**src/rtl/plic_target_ctrl.sv**
```systemverilog
// -----------------------------------------------------------------------------
// plic_target_ctrl
//
// Hart-side context controller at the target end of a PLIC. It turns the PLIC
// level notification into a claim pulse, reads the claimed ID back over the
// Avalon-MM master port, presents the ID to the core, and sends the complete
// pulse once the core signals end-of-interrupt. Core configuration writes
// (IE / THRESHOLD / PRIORITY) are forwarded onto the same Avalon port while
// the controller is idle.
//
// Ports
//   clk_i, resetn_i       clock (rising edge), asynchronous active-low reset
//   irq_notify_i          PLIC notification (level)
//   irq_claim_o           PLIC claim, one-cycle pulse
//   irq_complete_o        PLIC complete, one-cycle pulse
//   avm_*                 Avalon-MM master (chipselect/read/write/address/data)
//   cfg_valid_i/ready_o   core config write handshake, cfg_addr_i/cfg_data_i
//   core_irq_o            interrupt pending to the core, core_irq_id_o its ID
//   core_ack_i            core takes the interrupt
//   core_eoi_i            core end-of-interrupt (only honoured in SERVICE)
//   busy_o                controller not idle
//   spurious_cnt_o        saturating count of claims that returned ID 0
//
// Config handshake: a write transfers in a cycle where cfg_valid_i and
// cfg_ready_o are both 1. cfg_ready_o is only ever raised in an IDLE cycle
// with no pending notification, and it is a decode of registered state plus
// the requester's own inputs, so the requester must hold valid, address and
// data stable until it sees ready.
// -----------------------------------------------------------------------------
module plic_target_ctrl #(
    parameter int ID_W         = 3,
    parameter int CLAIM_WAIT   = 2,  // min 1
    parameter int READ_LATENCY = 1,  // min 1
    parameter int GUARD        = 2,  // min 1
    parameter int CNT_W        = 8
) (
    input  logic             clk_i,
    input  logic             resetn_i,
    input  logic             irq_notify_i,
    output logic             irq_claim_o,
    output logic             irq_complete_o,
    output logic             avm_chipselect_o,
    output logic             avm_read_o,
    output logic             avm_write_o,
    output logic [1:0]       avm_address_o,
    output logic [31:0]      avm_writedata_o,
    input  logic [31:0]      avm_readdata_i,
    input  logic             cfg_valid_i,
    output logic             cfg_ready_o,
    input  logic [1:0]       cfg_addr_i,
    input  logic [31:0]      cfg_data_i,
    output logic             core_irq_o,
    output logic [ID_W-1:0]  core_irq_id_o,
    input  logic             core_ack_i,
    input  logic             core_eoi_i,
    output logic             busy_o,
    output logic [CNT_W-1:0] spurious_cnt_o
);

    localparam logic [3:0] S_IDLE     = 4'd0;
    localparam logic [3:0] S_CFG_WR   = 4'd1;
    localparam logic [3:0] S_CLAIM    = 4'd2;
    localparam logic [3:0] S_WAIT_ID  = 4'd3;
    localparam logic [3:0] S_RD_REQ   = 4'd4;
    localparam logic [3:0] S_RD_WAIT  = 4'd5;
    localparam logic [3:0] S_PRESENT  = 4'd6;
    localparam logic [3:0] S_SERVICE  = 4'd7;
    localparam logic [3:0] S_COMPLETE = 4'd8;
    localparam logic [3:0] S_GUARD    = 4'd9;

    localparam logic [1:0] ADDR_ID = 2'd3;

    // One shared timer serves the three timed states.
    localparam int M1   = (CLAIM_WAIT > READ_LATENCY) ? CLAIM_WAIT : READ_LATENCY;
    localparam int MAXC = (M1 > GUARD) ? M1 : GUARD;
    localparam int TW   = (MAXC < 2) ? 1 : $clog2(MAXC);

    localparam logic [TW-1:0] CW_LAST = TW'(CLAIM_WAIT - 1);
    localparam logic [TW-1:0] RL_LAST = TW'(READ_LATENCY - 1);
    localparam logic [TW-1:0] GD_LAST = TW'(GUARD - 1);

    logic [3:0]      state;
    logic [3:0]      state_nx;
    logic [TW-1:0]   tmr;
    logic            run_q;
    logic            cfg_accept;
    logic            id_take;
    logic [ID_W-1:0] id_smp;
    logic            unused_rd;

    assign id_smp    = avm_readdata_i[ID_W-1:0];
    assign unused_rd = ^avm_readdata_i[31:ID_W];

    // run_q is 0 while reset is asserted, which keeps cfg_ready_o low during
    // reset and for the first cycle after release.
    assign cfg_ready_o = cfg_accept;

    always_comb begin
        state_nx   = state;
        cfg_accept = 1'b0;
        id_take    = 1'b0;
        case (state)
            S_IDLE: begin
                if (run_q) begin
                    // A pending notification beats a config request.
                    if (irq_notify_i) begin
                        state_nx = S_CLAIM;
                    end else if (cfg_valid_i) begin
                        state_nx   = S_CFG_WR;
                        cfg_accept = 1'b1;
                    end
                end
            end
            S_CFG_WR:   state_nx = S_IDLE;
            S_CLAIM:    state_nx = S_WAIT_ID;
            S_WAIT_ID:  if (tmr == CW_LAST) state_nx = S_RD_REQ;
            S_RD_REQ:   state_nx = S_RD_WAIT;
            S_RD_WAIT: begin
                if (tmr == RL_LAST) begin
                    id_take  = 1'b1;
                    // ID 0 means nothing was pending: no present, no complete.
                    state_nx = (id_smp == '0) ? S_GUARD : S_PRESENT;
                end
            end
            // eoi arriving with ack is deliberately not carried into SERVICE.
            S_PRESENT:  if (core_ack_i) state_nx = S_SERVICE;
            S_SERVICE:  if (core_eoi_i) state_nx = S_COMPLETE;
            S_COMPLETE: state_nx = S_GUARD;
            S_GUARD:    if (tmr == GD_LAST) state_nx = S_IDLE;
            default:    state_nx = S_IDLE;
        endcase
    end

    always_ff @(posedge clk_i or negedge resetn_i) begin
        if (!resetn_i) begin
            state <= S_IDLE;
            tmr   <= '0;
            run_q <= 1'b0;
        end else begin
            state <= state_nx;
            run_q <= 1'b1;
            if (state_nx != state) begin
                tmr <= '0;
            end else if (state == S_WAIT_ID || state == S_RD_WAIT || state == S_GUARD) begin
                tmr <= tmr + 1'b1;
            end
        end
    end

    // Outputs are registered from the next-state decode so that each one is
    // asserted in exactly the cycle its state is occupied.
    always_ff @(posedge clk_i or negedge resetn_i) begin
        if (!resetn_i) begin
            irq_claim_o      <= 1'b0;
            irq_complete_o   <= 1'b0;
            avm_chipselect_o <= 1'b0;
            avm_read_o       <= 1'b0;
            avm_write_o      <= 1'b0;
            avm_address_o    <= '0;
            avm_writedata_o  <= '0;
            core_irq_o       <= 1'b0;
            core_irq_id_o    <= '0;
            busy_o           <= 1'b0;
            spurious_cnt_o   <= '0;
        end else begin
            irq_claim_o    <= (state_nx == S_CLAIM);
            irq_complete_o <= (state_nx == S_COMPLETE);
            core_irq_o     <= (state_nx == S_PRESENT);
            busy_o         <= (state_nx != S_IDLE);
            avm_read_o     <= (state_nx == S_RD_REQ);
            // The ID register is read-only: a config write aimed at it still
            // costs the CFG_WR cycle but never reaches the bus.
            avm_write_o      <= cfg_accept && (cfg_addr_i != ADDR_ID);
            avm_chipselect_o <= (state_nx == S_RD_REQ) ||
                                (cfg_accept && (cfg_addr_i != ADDR_ID));

            if (cfg_accept) begin
                avm_address_o   <= cfg_addr_i;
                avm_writedata_o <= cfg_data_i;
            end else if (state_nx == S_RD_REQ) begin
                avm_address_o <= ADDR_ID;
            end

            if (id_take) begin
                if (id_smp != '0) begin
                    core_irq_id_o <= id_smp;
                end else if (spurious_cnt_o != '1) begin
                    spurious_cnt_o <= spurious_cnt_o + 1'b1;
                end
            end
        end
    end

endmodule

```
**config.mk**
```make
export PLATFORM = sky130hd
export DESIGN_NAME = plic_target_ctrl
export DESIGN_NICKNAME = d
export VERILOG_FILES = /design/src/rtl/plic_target_ctrl.sv
export SDC_FILE = /design/constraint.sdc
export NUM_CORES = 1
export LEC_CHECK = 0
export ABC_AREA = 0
export BUFFER_PORTS_ARGS = -buffer_cell sky130_fd_sc_hd__buf_2
export CORE_UTILIZATION = 30
export DETAILED_ROUTE_END_ITERATION = 16
export GPL_ROUTABILITY_DRIVEN = 0
export PLACE_DENSITY = 0.66
export SLEW_MARGIN = 20
export SYNTH_ARGS = -nofsm -noshare
export SYNTH_HDL_FRONTEND = slang
export SYNTH_SLANG_ARGS = --single-unit
```
**constraint.sdc**
```tcl
create_clock -name clk_i -period 2.65 [get_ports clk_i]
set_input_delay 0.3975 -clock clk_i [delete_from_list [all_inputs] [get_ports clk_i]]
set_output_delay 0.3975 -clock clk_i [all_outputs]
set_load 0.01 [all_outputs]
```
==> results of run 1 <==
## routing by layer
layer  up-vias  global-route usage [%]  part of all wire, %
li1       1000                       -                    -
met3        12                    3.53                  5.1
met2        57                    21.9                   48
met1       960                    17.1                   45
met5         -                       0                    0
met4         0                    6.92                  2.1
## worst min-delay path, stage by stage
cell     delay (ns)
buf_2          0.07
nand2_1        0.04
nand2_1        0.04
## sequential cells by signal, summed over array words and instances, names as in the netlist, 2 cells and up
name	flops
avm_writedata_o	32
state	4
core_irq_id_o	3
avm_address_o	2
spurious_cnt_o	8
## synth_stat cells (all sizes together)
| cell type | number |
|---|---|
| nand2 | 103 |
| dfrtp | 58 |
| buf | 11 |
| xnor2 | 8 |
| inv | 5 |
| nor2 | 5 |
| o21ai | 5 |
| a21oi | 4 |
| mux2 | 4 |
| nand3 | 4 |
| nand4 | 4 |
| and2 | 3 |
| nand3b | 3 |
| nor2b | 3 |
| a21boi | 2 |
| a31oi | 2 |
| and3 | 2 |
| nand2b | 2 |
| nor3 | 2 |
| nor3b | 2 |
| o22a | 2 |
| xor2 | 2 |
| a2111oi | 1 |
| a32oi | 1 |
| and4 | 1 |
| and4bb | 1 |
| clkbuf | 1 |
| conb | 1 |
| ha | 1 |
| nand4b | 1 |
| o211a | 1 |
| o211ai | 1 |
| or4 | 1 |
| or4b | 1 |
## what timing repair did
action / CTS / global route
buffers inserted: 0 / 0
endpoints found under the hold margin: 9 / 0
resized for setup: 0 / 0
hold buffers: 1 / 0
## layout by cell type (no fill, tap or decap), types with 2 or more instances in the layout
| master | instances |
|---|---|
| mux2_2 | 3 |
| and2_1 | 3 |
| a21oi_1 | 4 |
| o21ai_0 | 4 |
| dfrtp_1 | 58 |
| nor2_1 | 5 |
| xnor2_1 | 8 |
| o22a_1 | 2 |
| nand2b_1 | 2 |
| nor3_2 | 2 |
| nand3_1 | 4 |
| nor2b_1 | 3 |
| nand4_1 | 4 |
| buf_4 | 4 |
| bufinv_16 | 2 |
| clkbuf_8 | 12 |
| buf_2 | 95 |
| nand2_1 | 103 |
| xor2_1 | 2 |
| inv_1 | 5 |
| and3_1 | 2 |
| nand3b_1 | 3 |
## report_power, final
part,switching [mW],internal (mW)
Clock,0.353,0.605
Sequential,0.236,1.21
Combinational,0.589,0.491
Total,1.18,2.30
## through the flow
| stage | instance area, um^2 | worst slack, ns |
|---|---|---|
| global placement | 3030 | 0.683 |
| finish | 3280 | 0.484 |
| global route | 3280 | 0.314 |
| CTS | 3280 | 0.448 |
| detailed placement | 3030 | 0.643 |
| floorplan | 2470 | 1.00 |
## cells by family after synthesis
| logic type | Yosys count |
|---|---|
| muxes | 4 |
| adders and majority gates | 1 |
| other | 1 |
| xor gates and xnor gates | 10 |
| and+or+nand+nor | 138 |
| buffers and inverters | 17 |
| DFF | 58 |
| AOI/OAI and AO/OA | 19 |
## path summary, 6_finish.rpt
check | from | end | slack [ns]
worst max-delay path | state[2] | cfg_ready_o | 0.48
worst min register to register | avm_writedata_o[11] | avm_writedata_o[11] | 0.47
min in group asynchronous | resetn_i | avm_writedata_o[24] | 0.47
worst min-delay path | cfg_data_i[29] | avm_writedata_o[29] | 0.26
max in group asynchronous | resetn_i | avm_writedata_o[1] | 1.58
worst max register to register | state[2] | busy_o | 0.63
## final cells by class
class	instances	share of cell area, %
inverters	5	0.572
multi-input cells	173	28.4
well taps	102	3.89
clock buffers	12	5.03
clock inverters	4	2.21
repair buffers	100	15.7
flip-flops and latches	58	44.2
==> impl_metrics.toml, run 1 <==
[route]
routed_wl_um = 5510
wire_per_inst_um = 12.1
firstDrtPassIters = 4
drc_errors = 0
drt-vias-per-instance = 4.47
vias = 2029
ant_nets = 0
drt_iter0_markers = 74

[setup_path]
path_depth = 4
worst-path-buf-inv = 2
crit_slowest_cell = "dfrtp_1"
cp_slowest_stage_delay_ns = 0.52
worstPathArrival_ns = 1.77
r2r_cells = 5
end_kind = "output pin"
cp_max_fo = 12
cp_top_family = "flip-flops"
critPathRequiredTime_ns = 2.25
worstSetupPathType = "reg2out"
cp-start-kind = "flop"
path_cells = "nor3_2, nand4b_1, inv_1, buf_2"

[clock_network]
cts.clk_slew.worst_paths_ns = 0.07
clock-root-buffer = "clkbuf_8"
htreeDepth = 3
clk_latency_ns = 0.33
cts-buffers-inserted = 9
cts.sinks = 58
cts_tree = "yes"
cts.path.max_buffers = 2

[timing]
rsz0062_at_grt = "no"
hold_slack_ns = 0.255
finalHoldViolCount = 0
finalMaxSlewViolations = 0
period_minus_slack_ns = 2.17
finalCritPeriodShare_pct = 81.7
fin_worst_skew_ns = 0.00306
fmax_ghz = 0.462
finalSetupTns_ns = 0
finalSetupViolCount = 0

[die]
start_util_pct = 31.4
die_w_um = 92.7
die_y_um = 92.7
core-area_mm2 = 0.00785
die_area_mm2 = 0.00859
rows = 32
ios = 125

[cells_and_area]
instances_no_fill = 454
drive_gt1_share_pct = 36.1
area_growth_pct = 33.0
fillCellCount = 837
multi_input_area_um2 = 931
register_area_mm2 = 0.00145
insertedDiodeCount = 0
utilization_pct = 41.8
num-nets-final = 420

[synth]
synth_area_per_cell_um2 = 9.95
yosys.area_share.simple_pct = 25.4
muxShareOfSynthArea_pct = 1.83
ys_top_cells_by_area = "dfrtp_1, nand2_1, xnor2_1"
ys.warnings.count = 0
synth_top_family_by_area = "simple AND/OR/NAND/NOR gates"
yosys.area.top_type = "dfrtp_1"
yosysSeqAreaShare_pct = 58.8
postSynthCellCount = 248
syn-num-nets = 321
ys_types = 40
syn_area_mm2 = 0.00247
synth.top_cell.area_share_pct = 58.8
synthAdderAreaFrac_pct = 0.507
synthXorXnorAreaFrac_pct = 3.55
synth_seq_cells = 58
synth_compound_area_share_pct = 6.29

[status]
outcome = "finished, final reports clean"

[global_route]
grt_max_degree = 39
grt_usage_pct = 13.7
grt_pass1_wl_um = 9140
grt_antenna_before_repair = 0
grt-ovfl-total = 0
grt_pass1_vias = 1947

[min_path]
hold_depth = 3
hp-class = "in2reg"

[power]
finalPower_mw = 3.48
powerDensity_mw_per_mm2 = 1060
p_leak_nw = 1.82
ir_drop_v = 0.000429

[placement]
portBuffers = 95
dp_hpwl_um = 3930
dp_cells = 437

[run]
maxCapViolations = 0
Power figures use the tool's default switching activity.
==> inputs of run 2 (changes only) <==
==> constraint.sdc (replaced) <==
create_clock -name clk_i -period 2 [get_ports clk_i]
set_input_delay 0.3 -clock clk_i [delete_from_list [all_inputs] [get_ports clk_i]]
set_output_delay 0.3 -clock clk_i [all_outputs]
set_load 0.01 [all_outputs]
==> run 2 against run 1 <==
  * Sequential share of layout area increased by 0.14 points
  * Sequential power rose by 33%
  * Sequential cell count unchanged
  * Non-clock buffer count grew 3
  * Critical path depth stayed put
  * Wire length increased by 1.3%
  * Setup slack worse by 0.34 ns
  * Power increased by 27%
  * Hold slack worse by 0.11 ns
  * Critical endpoint unchanged
  * Largest cell class unchanged
  * Largest power group unchanged
==> impl_metrics.toml, run 2 (same netlist as run 1, synthesis figures left out) <==
[status]
outcome = "finished, final reports clean"

[setup_path]
path_cells = "nor3_2, nand4b_1, inv_1, buf_2"
end_kind = "output pin"
cp_top_family = "flip-flops"
cp_slowest_stage_delay_ns = 0.48
cp_max_fo = 9
critPathRequiredTime_ns = 1.70
reg2reg_slack_ns = 0.14
path_depth = 4
r2r_cells = 4
worstPathArrival_ns = 1.56
worstSetupPathType = "reg2out"
crit_slowest_cell = "dfrtp_2"
cp-start-kind = "flop"
worst-path-buf-inv = 2

[timing]
finalSetupTns_ns = 0
period_minus_slack_ns = 1.86
finalMaxSlewViolations = 0
finalCritPeriodShare_pct = 93.0
rsz0062_at_grt = "no"
fin_worst_skew_ns = 0.0122
finalHoldViolCount = 0
fmax_ghz = 0.538
finalSetupViolCount = 0

[power]
p_leak_nw = 1.82
finalPower_mw = 4.43
powerDensity_mw_per_mm2 = 1350
ir_drop_v = 0.000506

[route]
drc_errors = 0
routed_wl_um = 5580
ant_nets = 0
wire_per_inst_um = 12.2
drt-vias-per-instance = 4.48
drt_iter0_markers = 70
firstDrtPassIters = 4
vias = 2047

[run]
maxCapViolations = 0

[global_route]
grt_usage_pct = 14.0
grt_pass1_wl_um = 9260
grt_pass1_vias = 2035
grt-ovfl-total = 0
grt_antenna_before_repair = 0
grt_max_degree = 33

[clock_network]
cts_tree = "yes"
clock-root-buffer = "clkbuf_8"
cts-buffers-inserted = 9
cts.path.max_buffers = 2
clk_latency_ns = 0.34
htreeDepth = 3
cts.clk_slew.worst_paths_ns = 0.07
cts.sinks = 58

[die]
ios = 125
die_area_mm2 = 0.00859
rows = 32
die_w_um = 92.7
die_y_um = 92.7
start_util_pct = 31.4
core-area_mm2 = 0.00785

[placement]
portBuffers = 95
dp_hpwl_um = 4020

[min_path]
hp-class = "in2reg"
hold_depth = 3

[cells_and_area]
final_common_cell = "nand2_1"
final_cell_mix = "nand2_1, buf_2, dfrtp_1"
utilization_pct = 41.8
reg_top3 = "avm_writedata_o: 32 flops, spurious_cnt_o: 8 flops, state: 4 flops"
drive_gt1_share_pct = 36.9
area_growth_pct = 32.8
largest_reg_flops = 32
insertedDiodeCount = 0
largest_register = "avm_writedata_o"
num-nets-final = 423
run 2: cell types whose count changed in the layout (fill, tap and decap cells not counted), sizes merged:
cell	previous run	this run
buf	99	102
clkinv	1	4
bufinv	2	1
clkbuf	12	11
clkinvlp	1	0
run 2: what timing repair did:
action                                  in CTS  in global routing
pin swaps                                    1                  0
gates resized for setup                      0                  2
endpoints found under the setup margin       1                  1
setup buffers                                1                  0
hold buffers                                 1                  0
endpoints found under the hold margin       20                  0
run 2: worst reg2reg max path, delay by kind of cell, from the launching register on:
kind,cells,cell delay (ns)
AND/OR/NAND/NOR,2,0.58
flip-flops,1,0.48
multiplexers,1,0.35
AO/OA/AOI/OAI,1,0.33
run 2: worst paths after layout:
path | from | endpoint
max | state[1] | cfg_ready_o
min | cfg_data_i[19] | avm_writedata_o[19]
max reg2reg | state[3] | spurious_cnt_o[1]
min reg2reg | avm_writedata_o[4] | avm_writedata_o[4]
max in group asynchronous | resetn_i | avm_writedata_o[18]
min in group asynchronous | resetn_i | core_irq_id_o[0]
run 2: area by class of cell:
type | count | area [um^2]
repair buffers | 103 | 551
clock buffers | 11 | 141
flip-flops and latches | 58 | 1450
well taps | 102 | 128
clock inverters | 5 | 53.8
inverters | 5 | 18.8
fillers | 828 | 4570
multi-input cells | 173 | 931
run 2: metrics by stage:
step           hold slack (ns)  instances  cell area, um^2  setup WS (ns)
2_1_floorplan          0.00441        248             2470          0.354
3_3_place_gp             0.303        439             3060          0.161
3_5_place_dp             0.292        439             3060          0.147
4_1_cts                  0.137        457             3270         0.0574
5_1_grt                  0.134        457             3280        0.00179
6_report                 0.149        457             3280          0.140
run 2: where the power goes:
part / switching [mW] / leakage (nW) / internal [mW] / total (mW)
Clock: 0.470 / 0.103 / 0.605 / 1.07
Combinational: 0.779 / 0.971 / 0.662 / 1.44
Sequential: 0.317 / 0.742 / 1.60 / 1.92
Total: 1.57 / 1.82 / 2.87 / 4.43
run 2: routing by layer:
metal	track usage (%)	vias up	share of wire, %
met5	0	-	0
met4	7.56	0	2.2
met3	3.53	11	4.9
met2	23.0	59	49
met1	16.9	970	44
li1	-	1007	-
==> inputs of run 3 (changes only) <==
--- a/config.mk
+++ b/config.mk
@@ -10,7 +10,7 @@
 export CORE_UTILIZATION = 30
 export DETAILED_ROUTE_END_ITERATION = 16
 export GPL_ROUTABILITY_DRIVEN = 0
-export PLACE_DENSITY = 0.66
+export PLACE_DENSITY = 0.64
 export SLEW_MARGIN = 20
 export SYNTH_ARGS = -nofsm -noshare
 export SYNTH_HDL_FRONTEND = slang
==> run 3 against run 2 <==
  * Wire length up 0.77%
  * Utilization increased by 0.75 points
  * Clock skew shrank 0.0028 ns
  * Hold slack lost 0.0022 ns
  * Global-route usage shrank 0.21 points
  * Final area increased by 1.8%
  * Maximum frequency shrank 1.1%
  * Critical endpoint is now spurious_cnt_o[1]
==> impl_metrics.toml, run 3 (same netlist as run 1, synthesis figures left out) <==
[timing]
fin_worst_skew_ns = 0.00935
hold_slack_ns = 0.147
finalSetupViolCount = 0
finalSetupTns_ns = 0
period_minus_slack_ns = 1.88
fmax_ghz = 0.531
finalCritPeriodShare_pct = 94.1
rsz0062_at_grt = "no"
finalMaxSlewViolations = 0
finalHoldViolCount = 0

[global_route]
grt_usage_pct = 13.8
busiest_layer = "met2"
grt_antenna_before_repair = 0
grt_use_met3_pct = 2.63
grt_max_degree = 59
grt_pass1_wl_um = 9180
met1_usage_pct = 18.0
grt_pass1_vias = 1944
use_met2_pct = 21.7
grt-ovfl-total = 0

[setup_path]
critPathRequiredTime_ns = 2.22
end_kind = "flop"
cp-start-kind = "flop"
worstSetupPathType = "reg2reg"
reg2reg_slack_ns = 0.12
worstPathArrival_ns = 2.11
cp_max_fo = 8

[cells_and_area]
largest_reg_flops = 32
num-nets-final = 428
largest_register = "avm_writedata_o"
final_common_cell = "nand2_1"
register_area_mm2 = 0.00146
final_cell_mix = "nand2_1, buf_2, dfrtp_1"
area_growth_pct = 35.2
drive_gt1_share_pct = 38.6
insertedDiodeCount = 0
fillCellCount = 812
reg_top3 = "avm_writedata_o: 32 flops, spurious_cnt_o: 8 flops, state: 4 flops"
multi_input_area_um2 = 937

[power]
p_seq_share_pct = 41.9
p_comb_share_pct = 33.9
ir_drop_v = 0.000423
p_clk_share_pct = 24.2
switching_share_pct = 35.6
p_leak_nw = 1.83
powerDensity_mw_per_mm2 = 1350
power.internal_mw = 2.91
power.switching_mw = 1.61

[die]
die_w_um = 92.7
rows = 32
die_area_mm2 = 0.00859
die_y_um = 92.7
ios = 125
start_util_pct = 31.4
core-area_mm2 = 0.00785

[clock_network]
clk_latency_ns = 0.34
cts-buffers-inserted = 9
cts.clk_slew.worst_paths_ns = 0.08
cts_tree = "yes"
cts.sinks = 58
clock-root-buffer = "clkbuf_8"
htreeDepth = 3
cts.path.max_buffers = 2

[route]
wire_per_inst_um = 12.2
firstDrtPassIters = 4
drt-vias-per-instance = 4.50
drc_errors = 0
ant_nets = 0
vias = 2081
drt_iter0_markers = 73
routed_wl_um = 5630

[run]
maxCapViolations = 0

[placement]
dp_hpwl_um = 3910
portBuffers = 95

[min_path]
hp-class = "in2reg"

[status]
outcome = "finished, final reports clean"
run 3: critical path, cell delays in order (launching register included):
cell and delay (ns):
dfrtp_2 0.43, buf_4 0.17, and4bb_4 0.32, nand3b_1 0.19, a31oi_4 0.32, mux2_1 0.35
run 3: layout make-up:
cell class / instances / area share (%)
clock buffers: 10 / 4.13
multi-input cells: 173 / 28.1
flip-flops and latches: 58 / 43.7
repair buffers: 108 / 17.7
clock inverters: 6 / 1.99
well taps: 102 / 3.83
inverters: 5 / 0.563
run 3: timing repair:
| item | in CTS | in global routing |
|---|---|---|
| pin swaps | 1 | 1 |
| setup buffers | 3 | 2 |
| hold endpoints to repair | 58 | 0 |
| endpoints found under the setup margin | 1 | 1 |
| hold buffers | 1 | 0 |
| gates resized for setup | 3 | 3 |
run 3: power by group through the flow:
stage	clock network, mW	registers, mW	logic, mW
2_1_floorplan	0	2.01	0.781
3_3_place_gp	0	1.91	1.43
3_5_place_dp	0	1.93	1.47
4_1_cts	1.13	1.89	1.56
5_1_grt	1.19	1.95	1.73
6_report	1.09	1.89	1.53
run 3: final timing paths:
| kind | startpoint | endpoint | depth (start not counted) |
|---|---|---|---|
| worst min register to register | avm_writedata_o[5] | avm_writedata_o[5] | 2 |
| min in group asynchronous | resetn_i | core_irq_id_o[1] | 3 |
| worst max-delay path | state[1] | spurious_cnt_o[1] | 5 |
| worst min-delay path | cfg_data_i[19] | avm_writedata_o[19] | 3 |
| max in group asynchronous | resetn_i | state[3] | 3 |
| worst max register to register | state[1] | spurious_cnt_o[1] | 5 |
run 3: metrics by stage:
stage / total power, mW / cells / setup WS (ns) / instance area (um^2) / utilization (%)
after global placement: 3.35 / 440 / 0.169 / 3070 / 39.1
final: 4.52 / 462 / 0.118 / 3340 / 42.5
after floorplan: 2.79 / 248 / 0.354 / 2470 / -
after CTS: 4.58 / 460 / 0.0138 / 3310 / 42.2
after global routing: 4.87 / 462 / 0.0224 / 3340 / 42.5
after detailed placement: 3.40 / 440 / 0.156 / 3070 / 39.1
run 3: metal layers:
layer	share of wire, %	vias up
met5	0	-
met4	2.0	0
met3	4.8	11
met2	49	65
met1	44	992
li1	-	1013
